File: config.mk
export PLATFORM = sky130hd
export DESIGN_NAME = divide_arbiter
export DESIGN_NICKNAME = d
export VERILOG_FILES = /design/src/rtl/divide_arbiter.sv
export SDC_FILE = /design/constraint.sdc
export NUM_CORES = 1
export LEC_CHECK = 0
export BUFFER_PORTS_ARGS = -buffer_cell sky130_fd_sc_hd__buf_2
export CAP_MARGIN = 20
export CORE_AREA = 2 2 157 159
export CTS_CLUSTER_SIZE = 10
export DETAILED_ROUTE_END_ITERATION = 8
export DIE_AREA = 0 0 159 161
export PLACE_DENSITY = 0.63
export SLEW_MARGIN = 5
export SYNTH_ARGS = -nofsm -noshare
export SYNTH_HDL_FRONTEND = slang
export SYNTH_SLANG_ARGS = --single-unit
File: constraint.sdc
create_clock -name clock -period 9.36 [get_ports clock]
set_input_delay 0.936 -clock clock [delete_from_list [all_inputs] [get_ports clock]]
set_output_delay 0.936 -clock clock [all_outputs]
set_load 0.005 [all_outputs]
File: src/rtl/divide_arbiter.sv
// Round-robin arbiter sharing one multicycle fixed-point divider between N_REQ requesters.
// One divide in flight; divide-by-zero answered locally, divider hangs trapped by a watchdog.
module divide_arbiter #(
  parameter int N_REQ   = 4,
  parameter int D_WIDTH = 32,
  parameter int TIMEOUT = 255
) (
  input  logic                       clock,
  input  logic                       reset,
  input  logic [N_REQ-1:0]           req_valid,
  output logic [N_REQ-1:0]           req_ready,
  input  logic [N_REQ*D_WIDTH-1:0]   req_dividend,
  input  logic [N_REQ*D_WIDTH-1:0]   req_divisor,
  output logic [N_REQ-1:0]           resp_valid,
  input  logic [N_REQ-1:0]           resp_ready,
  output logic [D_WIDTH-1:0]         resp_quotient,
  output logic                       resp_err,
  output logic                       div_valid_in,
  output logic [D_WIDTH-1:0]         div_dividend,
  output logic [D_WIDTH-1:0]         div_divisor,
  input  logic                       div_valid_out,
  input  logic [D_WIDTH-1:0]         div_quotient
);

  localparam int PTR_W = (N_REQ > 1) ? $clog2(N_REQ) : 1;
  localparam int WD_W  = $clog2(TIMEOUT + 1);
  localparam logic [WD_W-1:0]    WD_LAST = WD_W'(TIMEOUT - 1);
  localparam logic [D_WIDTH-1:0] SAT_MAX = {1'b0, {(D_WIDTH-1){1'b1}}};
  localparam logic [D_WIDTH-1:0] SAT_MIN = {1'b1, {(D_WIDTH-1){1'b0}}};
  localparam logic [N_REQ-1:0]   ONE_HOT0 = {{(N_REQ-1){1'b0}}, 1'b1};

  typedef enum logic [1:0] {IDLE, ISSUE, WAIT, RESP} state_t;

  state_t               state_reg, state_next;
  logic [PTR_W-1:0]     rr_ptr_reg;
  logic [PTR_W-1:0]     owner_reg;
  logic [PTR_W-1:0]     grant_idx;
  logic                 grant_found;
  logic                 accept;
  logic                 div_by_zero;
  logic                 timeout_hit;
  logic [WD_W-1:0]      watchdog_reg;
  logic [N_REQ-1:0]     resp_valid_reg;
  logic [D_WIDTH-1:0]   resp_quotient_reg;
  logic                 resp_err_reg;
  logic                 div_valid_in_reg;
  logic [D_WIDTH-1:0]   div_dividend_reg;
  logic [D_WIDTH-1:0]   div_divisor_reg;
  logic [D_WIDTH-1:0]   dividend_arr [N_REQ];
  logic [D_WIDTH-1:0]   divisor_arr  [N_REQ];
  logic [D_WIDTH-1:0]   sel_dividend;
  logic [D_WIDTH-1:0]   sel_divisor;

  generate
    for (genvar gi = 0; gi < N_REQ; gi++) begin : g_unpack
      assign dividend_arr[gi] = req_dividend[gi*D_WIDTH +: D_WIDTH];
      assign divisor_arr[gi]  = req_divisor[gi*D_WIDTH +: D_WIDTH];
    end
  endgenerate

  function automatic logic [PTR_W-1:0] wrap_add(input logic [PTR_W-1:0] p, input int k);
    int s;
    s = int'(p) + k;
    if (s >= N_REQ) s = s - N_REQ;
    return PTR_W'(s);
  endfunction

  // First requester at or after rr_ptr, wrapping around.
  always_comb begin
    grant_found = 1'b0;
    grant_idx   = '0;
    for (int k = 0; k < N_REQ; k++) begin
      if (!grant_found && req_valid[wrap_add(rr_ptr_reg, k)]) begin
        grant_found = 1'b1;
        grant_idx   = wrap_add(rr_ptr_reg, k);
      end
    end
  end

  assign sel_dividend = dividend_arr[grant_idx];
  assign sel_divisor  = divisor_arr[grant_idx];
  assign div_by_zero  = (sel_divisor == '0);
  assign timeout_hit  = (watchdog_reg == WD_LAST);

  always_ff @(posedge clock or posedge reset) begin
    if (reset) state_reg <= IDLE;
    else       state_reg <= state_next;
  end

  always_comb begin
    state_next = state_reg;
    req_ready  = '0;
    accept     = 1'b0;
    case (state_reg)
      IDLE: begin
        if (grant_found && !reset) begin
          accept     = 1'b1;
          req_ready  = ONE_HOT0 << grant_idx;
          state_next = div_by_zero ? RESP : ISSUE;
        end
      end
      ISSUE: state_next = WAIT;
      WAIT:  if (div_valid_out || timeout_hit) state_next = RESP;
      RESP:  if (resp_ready[owner_reg]) state_next = IDLE;
      default: state_next = IDLE;
    endcase
  end

  always_ff @(posedge clock or posedge reset) begin
    if (reset) begin
      rr_ptr_reg        <= '0;
      owner_reg         <= '0;
      watchdog_reg      <= '0;
      resp_valid_reg    <= '0;
      resp_quotient_reg <= '0;
      resp_err_reg      <= 1'b0;
      div_valid_in_reg  <= 1'b0;
      div_dividend_reg  <= '0;
      div_divisor_reg   <= '0;
    end else begin
      div_valid_in_reg <= 1'b0;
      case (state_reg)
        IDLE: begin
          if (accept) begin
            owner_reg  <= grant_idx;
            rr_ptr_reg <= wrap_add(grant_idx, 1);
            if (div_by_zero) begin
              resp_quotient_reg <= sel_dividend[D_WIDTH-1] ? SAT_MIN : SAT_MAX;
              resp_err_reg      <= 1'b1;
              resp_valid_reg    <= ONE_HOT0 << grant_idx;
            end else begin
              div_dividend_reg <= sel_dividend;
              div_divisor_reg  <= sel_divisor;
              div_valid_in_reg <= 1'b1;
            end
          end
        end
        ISSUE: watchdog_reg <= '0;
        WAIT: begin
          // A real result beats a timeout landing in the same cycle.
          if (div_valid_out) begin
            resp_quotient_reg <= div_quotient;
            resp_err_reg      <= 1'b0;
            resp_valid_reg    <= ONE_HOT0 << owner_reg;
          end else if (timeout_hit) begin
            resp_quotient_reg <= '0;
            resp_err_reg      <= 1'b1;
            resp_valid_reg    <= ONE_HOT0 << owner_reg;
          end else begin
            watchdog_reg <= watchdog_reg + 1'b1;
          end
        end
        RESP: if (resp_ready[owner_reg]) resp_valid_reg <= '0;
        default: ;
      endcase
    end
  end

  assign resp_valid    = resp_valid_reg;
  assign resp_quotient = resp_quotient_reg;
  assign resp_err      = resp_err_reg;
  assign div_valid_in  = div_valid_in_reg;
  assign div_dividend  = div_dividend_reg;
  assign div_divisor   = div_divisor_reg;

endmodule
Word-level counts from Yosys, hierarchy flattened --
Cells that the tools add are included.
Cells by class: add/subtract/negate cells 10, $mul 0, divide/modulo/power cells 0, magnitude comparators 11, eq/ne operators 12, shifts and indexed selects 2, multiplexer cells 61, bitwise gates (word level) 2, reductions and logical operators 20
Operators by type and width (count):
- $mux W32 | 9
- $bmux W32 S2 | 2
- $pmux W32 S2 | 1
- $logic_not A32 Y1 | 1
- $mux W4 | 7
- $mux W2 | 13
- $mux W1 | 18
- $mux W8 | 2
- $pmux W8 S2 | 1
- $ge A3 B3 Y1 const B | 5
- $lt A2 B3 Y1 const B | 5
- $ne A2 B2 Y1 const B | 7
- $pmux W4 S3 | 1
- $bmux W1 S2 | 5
- $sub A2 B1 Y2 const B | 5
- $reduce_and A3 Y1 | 3
- $add A8 B1 Y8 const B | 1
- $eq A8 B8 Y1 const B | 1
- $pmux W2 S4 | 1
- $shl A1 B2 Y4 const A | 2
- $add A2 B1 Y3 const B | 2
- $add A2 B2 Y3 const B | 2
- $reduce_and A5 Y1 | 1
- $eq A2 B2 Y1 const B | 2
- 14 further kinds | 21
Storage, ports and cells: flip-flop bits (word level) 116, bits in latches 0, bits in writable memories 0, ROM bits 0, word-level logic and storage cells 128, memories kept 0

Logic depth before layout (Yosys ltp) --
depth after elaboration 22, depth in mapped cells 15

Worst setup path before layout --
No wires, ideal clock.
path kind input-to-output, start point in req_valid[2], end point out req_ready[3], data arrival time 3110 ps, data required time 8424 ps, setup slack 5314 ps, stages on the path 11, path buffers 4, path through nor2b_1 > a21o_1 > a21oi_1 > o21ai_1 > inv_2 > buf_2 > buf_2 > clkbuf_1 > clkbuf_1 > ha_1 > and3_1
On the way: cells in the longest elaborated chain, start to end 15, elaborated cells on any way between the ends 26
RTL lines:
- start: declaration | RTL line 10 | input logic [N_REQ-1:0] req_valid,
- $bmux W1 S2 | RTL line 73 | if (!grant_found && req_valid[wrap_add(rr_ptr_reg, k)]) begin
- $mux W1 (not written as such) | RTL line 73
- $mux W1 | RTL line 73
- $logic_not A1 Y1 | RTL line 73
- $logic_and A1 B1 Y1 | RTL line 73
- $mux W1 | RTL line 73
- $logic_not A1 Y1 | RTL line 73
- $logic_and A1 B1 Y1 | RTL line 73
- $mux W1 | RTL line 73
- $logic_not A1 Y1 | RTL line 73
- $logic_and A1 B1 Y1 | RTL line 73
- $mux W2 (*) | RTL line 73
- net grant_idx[0] | RTL line 37 | logic [PTR_W-1:0] grant_idx;
- $shl A1 B2 Y4 (*) | RTL line 98 | req_ready = ONE_HOT0 << grant_idx;
- $mux W4 (*) | RTL line 96 | if (grant_found && !reset) begin
- $mux W4 (*) | RTL line 94 | case (state_reg)
- end: declaration | RTL line 11 | output logic [N_REQ-1:0] req_ready,
Mark *: on every way through the listed nets, which the timed path passes. The rest lies on a longest branch. The select of a mux whose other input is x is not followed.

Worst setup path after layout --
start point in req_valid[2], end point reg resp_quotient_reg[31], in the netlist resp_quotient[31]
On the way: cells in the longest elaborated chain, start to end 20, elaborated cells on any way between the ends 40
RTL lines:
- branches (longest 20 deep; another with $bmux W1 S2)
- end signal: assignment | RTL line 128 | resp_quotient_reg <= sel_dividend[D_WIDTH-1] ? SAT_MIN : SAT_MAX;
- end signal: assignment | RTL line 142 | resp_quotient_reg <= div_quotient;
- end: declaration | RTL line 44 | logic [D_WIDTH-1:0] resp_quotient_reg;
Parallel ways; which one is timed is not known. The select of a mux whose other input is x is not followed. A chain may end at the register's enable or synchronous reset.

==> flow_metrics.py <==
metrics = {
    "grt": {
        "grt_pass1_wl_microns": 38150,
        "grt_max_degree": 67,
        "grt_pass1_vias": 7117,
        "grt_use_total_pct": 18.74,
        "grt_overflow": 0,
        "antenna_found_initial": 0,
    },
    "clock_network": {
        "clockBufferDepth": 2,
        "cts-root-buf": "clkbuf_16",
        "cts_setup_buffers": 0,
        "cts_resized": 0,
        "cts_sinks": 116,
        "numCtsBuffers": 17,
        "cts.htree.levels": 4,
        "cts_tree": "done",
        "ctsHoldBuffers": 0,
        "clk_pin_slew_worst_paths_ps": 60,
        "clkLatencyLatePin_ps": 410,
    },
    "min_path": {
        "hp-class": "reg -> reg",
        "holdCritStartpoint": "div_divisor[7]",
        "hold_depth": 1,
        "whs_endpoint": "div_divisor[7]",
    },
    "place": {
        "io_buffers": 404,
        "dp_hpwl_microns": 18630,
        "placedCellCount": 1420,
        "dpl_cell_area_sq_um": 9379,
        "place.gp.congestion": 0.8298,
    },
    "sta": {
        "setup_viol": 0,
        "maxSlewViolCount": 0,
        "clock_skew_ps": 13.39,
        "rsz0062_at_grt": "no",
        "hold_viol": 0,
        "fmax_mhz": 180.2,
        "worstMarginPinSlew_ps": 1063,
        "min_period_ps": 5550,
        "relSlewSlack_pct": 28.99,
        "fin_setup_tns_ps": 0,
        "finalCritPeriodShare_pct": 59.30,
    },
    "yosys": {
        "synth_area_sq_um": 7037,
        "synth.ff_latch_count": 116,
        "synth_area_per_cell_sq_um": 9.613,
        "yosysSeqAreaShare_pct": 41.25,
        "yosysWarnings": 0,
        "synth_nets": 1041,
        "synth.distinct_cells": 39,
        "synthCells": 732,
    },
    "layout": {
        "diodes": 0,
        "final_nets": 1424,
        "ff_latch_area_sq_um": 2903,
        "n_fill_cell": 2413,
        "fin_cells": 1452,
        "areaGrowthSynthToFinish_pct": 41.57,
        "fin_area_sq_um": 9962,
        "multi_input_area_sq_um": 3831,
        "drive_above_1_share_pct": 44.15,
    },
    "floorplan": {
        "num_rows": 57,
        "io_pins": 405,
        "coreArea_sq_um": 23960,
        "initial_core_util_pct": 29.37,
        "dieArea_sq_um": 25600,
        "die_h_microns": 161,
        "die_x_microns": 159,
    },
    "power_and_ir_drop": {
        "powerDensity_nw_per_um2": 309.5,
        "p_leak_uw": 0.005146,
        "ir_drop_uv": 121.9,
        "swShare_pct": 39.14,
        "power_switching_uw": 1207,
        "total_power_uw": 3083,
        "power_frac_comb_pct": 50.0,
        "p_clk_share_pct": 21.0,
        "p_seq_share_pct": 29.0,
        "p_int_uw": 1877,
    },
    "setup_path": {
        "crit_required_ps": 9650,
        "path_class": "in -> reg",
        "reg2reg_to": "resp_quotient[31]",
        "arrival_ps": 5840,
        "reg2reg_setup_slack_ps": 4050,
        "startpoint_type": "input pin",
        "r2r_start": "rr_ptr_reg[0]",
        "r2r_cells": 14,
        "cp-end-kind": "register",
        "cp_max_fo": 66,
    },
    "route": {
        "drc": 0,
        "drtPass1Iterations": 4,
        "drt_iter0_drc": 288,
        "routed_via_density": 4.767,
        "vias": 6922,
        "routed_wirelength_microns": 24350,
        "drt-wirelength-per-cell_microns": 16.77,
        "ant_nets": 0,
    },
    "run": {
        "drv_cap": 0,
    },
    "status": {
        "status": "complete, no violations",
    },
}
power groups by stage:
stage / clock network [uW] / registers (uW) / logic (uW)
floorplan: 0 / 902 / 974
global placement: 0 / 897 / 1530
detailed placement: 0 / 897 / 1560
CTS: 667 / 894 / 1570
global route: 692 / 922 / 1700
finish: 648 / 895 / 1540
cells by family after synthesis:
logic type / synth area share (%)
AOI/OAI and AO/OA: 10.12
xor gates and xnor gates: 0.4978
adders and majority gates: 1.778
buffers and inverters: 4.730
DFF: 41.25
muxes: 25.44
and+or+nand+nor: 16.18
cells in the final DEF (no fill, tap or decap), types with 10 or more instances in the layout:
| cell | netlist | final |
|---|---|---|
| a21oi_1 | 14 | 13 |
| a2bb2oi_1 | 31 | 31 |
| a31oi_1 | 31 | 31 |
| and3_1 | 36 | 36 |
| buf_2 | 20 | 404 |
| clkbuf_16 | 0 | 17 |
| dfrtp_1 | 116 | 116 |
| ha_1 | 10 | 10 |
| inv_1 | 29 | 28 |
| mux2_1 | 29 | 29 |
| mux2_2 | 40 | 40 |
| mux2i_1 | 99 | 99 |
| nand2_1 | 173 | 173 |
| nor2_1 | 11 | 11 |
| o21ai_0 | 11 | 11 |
worst max path at each step:
stage / slack [ps] / end / from / cells after the start
2_1_floorplan: 5310 / req_ready[3] / req_valid[2] / 11
3_3_place_gp: 3270 / div_dividend[31] / req_valid[2] / 14
3_5_place_dp: 3260 / resp_quotient[31] / req_valid[2] / 15
4_1_cts: 3670 / resp_quotient[31] / req_valid[2] / 15
5_1_grt: 3390 / resp_quotient[31] / req_valid[2] / 15
6_report: 3810 / resp_quotient[31] / req_valid[2] / 15
cell usage after synthesis (all sizes together):
master	number	share of area, %
a211oi	1	0.18
a21boi	1	0.11
a21o	3	0.32
a21oi	16	1.2
a2bb2oi	31	3.9
a31oi	31	2.8
a32o	1	0.14
and2	1	0.089
and3	36	3.2
buf	25	1.7
clkbuf	25	1.3
dfrtp	116	41
ha	10	1.8
inv	31	1.7
mux2	69	11
mux2i	99	14
mux4	1	0.32
nand2	173	9.2
nand2b	5	0.44
nand3	4	0.28
nand3b	2	0.21
nand4	9	0.80
nor2	11	0.59
nor2b	3	0.27
nor3b	2	0.21
nor4	2	0.36
o21ai	12	0.85
o221a	1	0.16
o31ai	1	0.11
o32ai	1	0.39
or3	2	0.18
or4	3	0.32
xor2	4	0.50
through the flow:
stage	worst slack [ps]	hold WS [ps]	utilization, %
after global placement	3265	464.6	39.02
after floorplan	5314	482.8	-
after CTS	3674	482.2	41.57
final	3810	478.2	41.57
after detailed placement	3258	469.1	39.14
after global routing	3386	502.4	41.57
area by class of cell:
cell class	count	area share, %
timing repair buffer	414	21.25
clock inverter	14	1.545
tap	324	4.069
multi-input combinational	535	38.46
inverter	31	1.231
sequential	116	29.14
clock buffer	18	4.308
per-layer routing:
| layer | share of wire [%] | wire length [microns] | up-vias | track usage [%] |
|---|---|---|---|---|
| met1 | 42 | 10140 | 3279 | 22.76 |
| met5 | 0 | 0 | - | 0 |
| li1 | - | - | 3335 | - |
| met4 | 2.9 | 697 | 0 | 7.231 |
| met3 | 6.9 | 1674 | 37 | 5.419 |
| met2 | 49 | 11840 | 271 | 31.54 |
critical path, stage by stage:
cell and delay [ps]:
buf_2 100, nor2b_1 270, a21o_1 120, a21oi_1 120
o21ai_4 80, buf_4 550, clkinv_2 710, buf_4 540
mux2i_1 210, or4_1 470, nor4_2 570, nand3_1 230
a21oi_2 190, buf_4 340, mux2_2 370
Note: power is estimated with default switching activity, not from simulation.
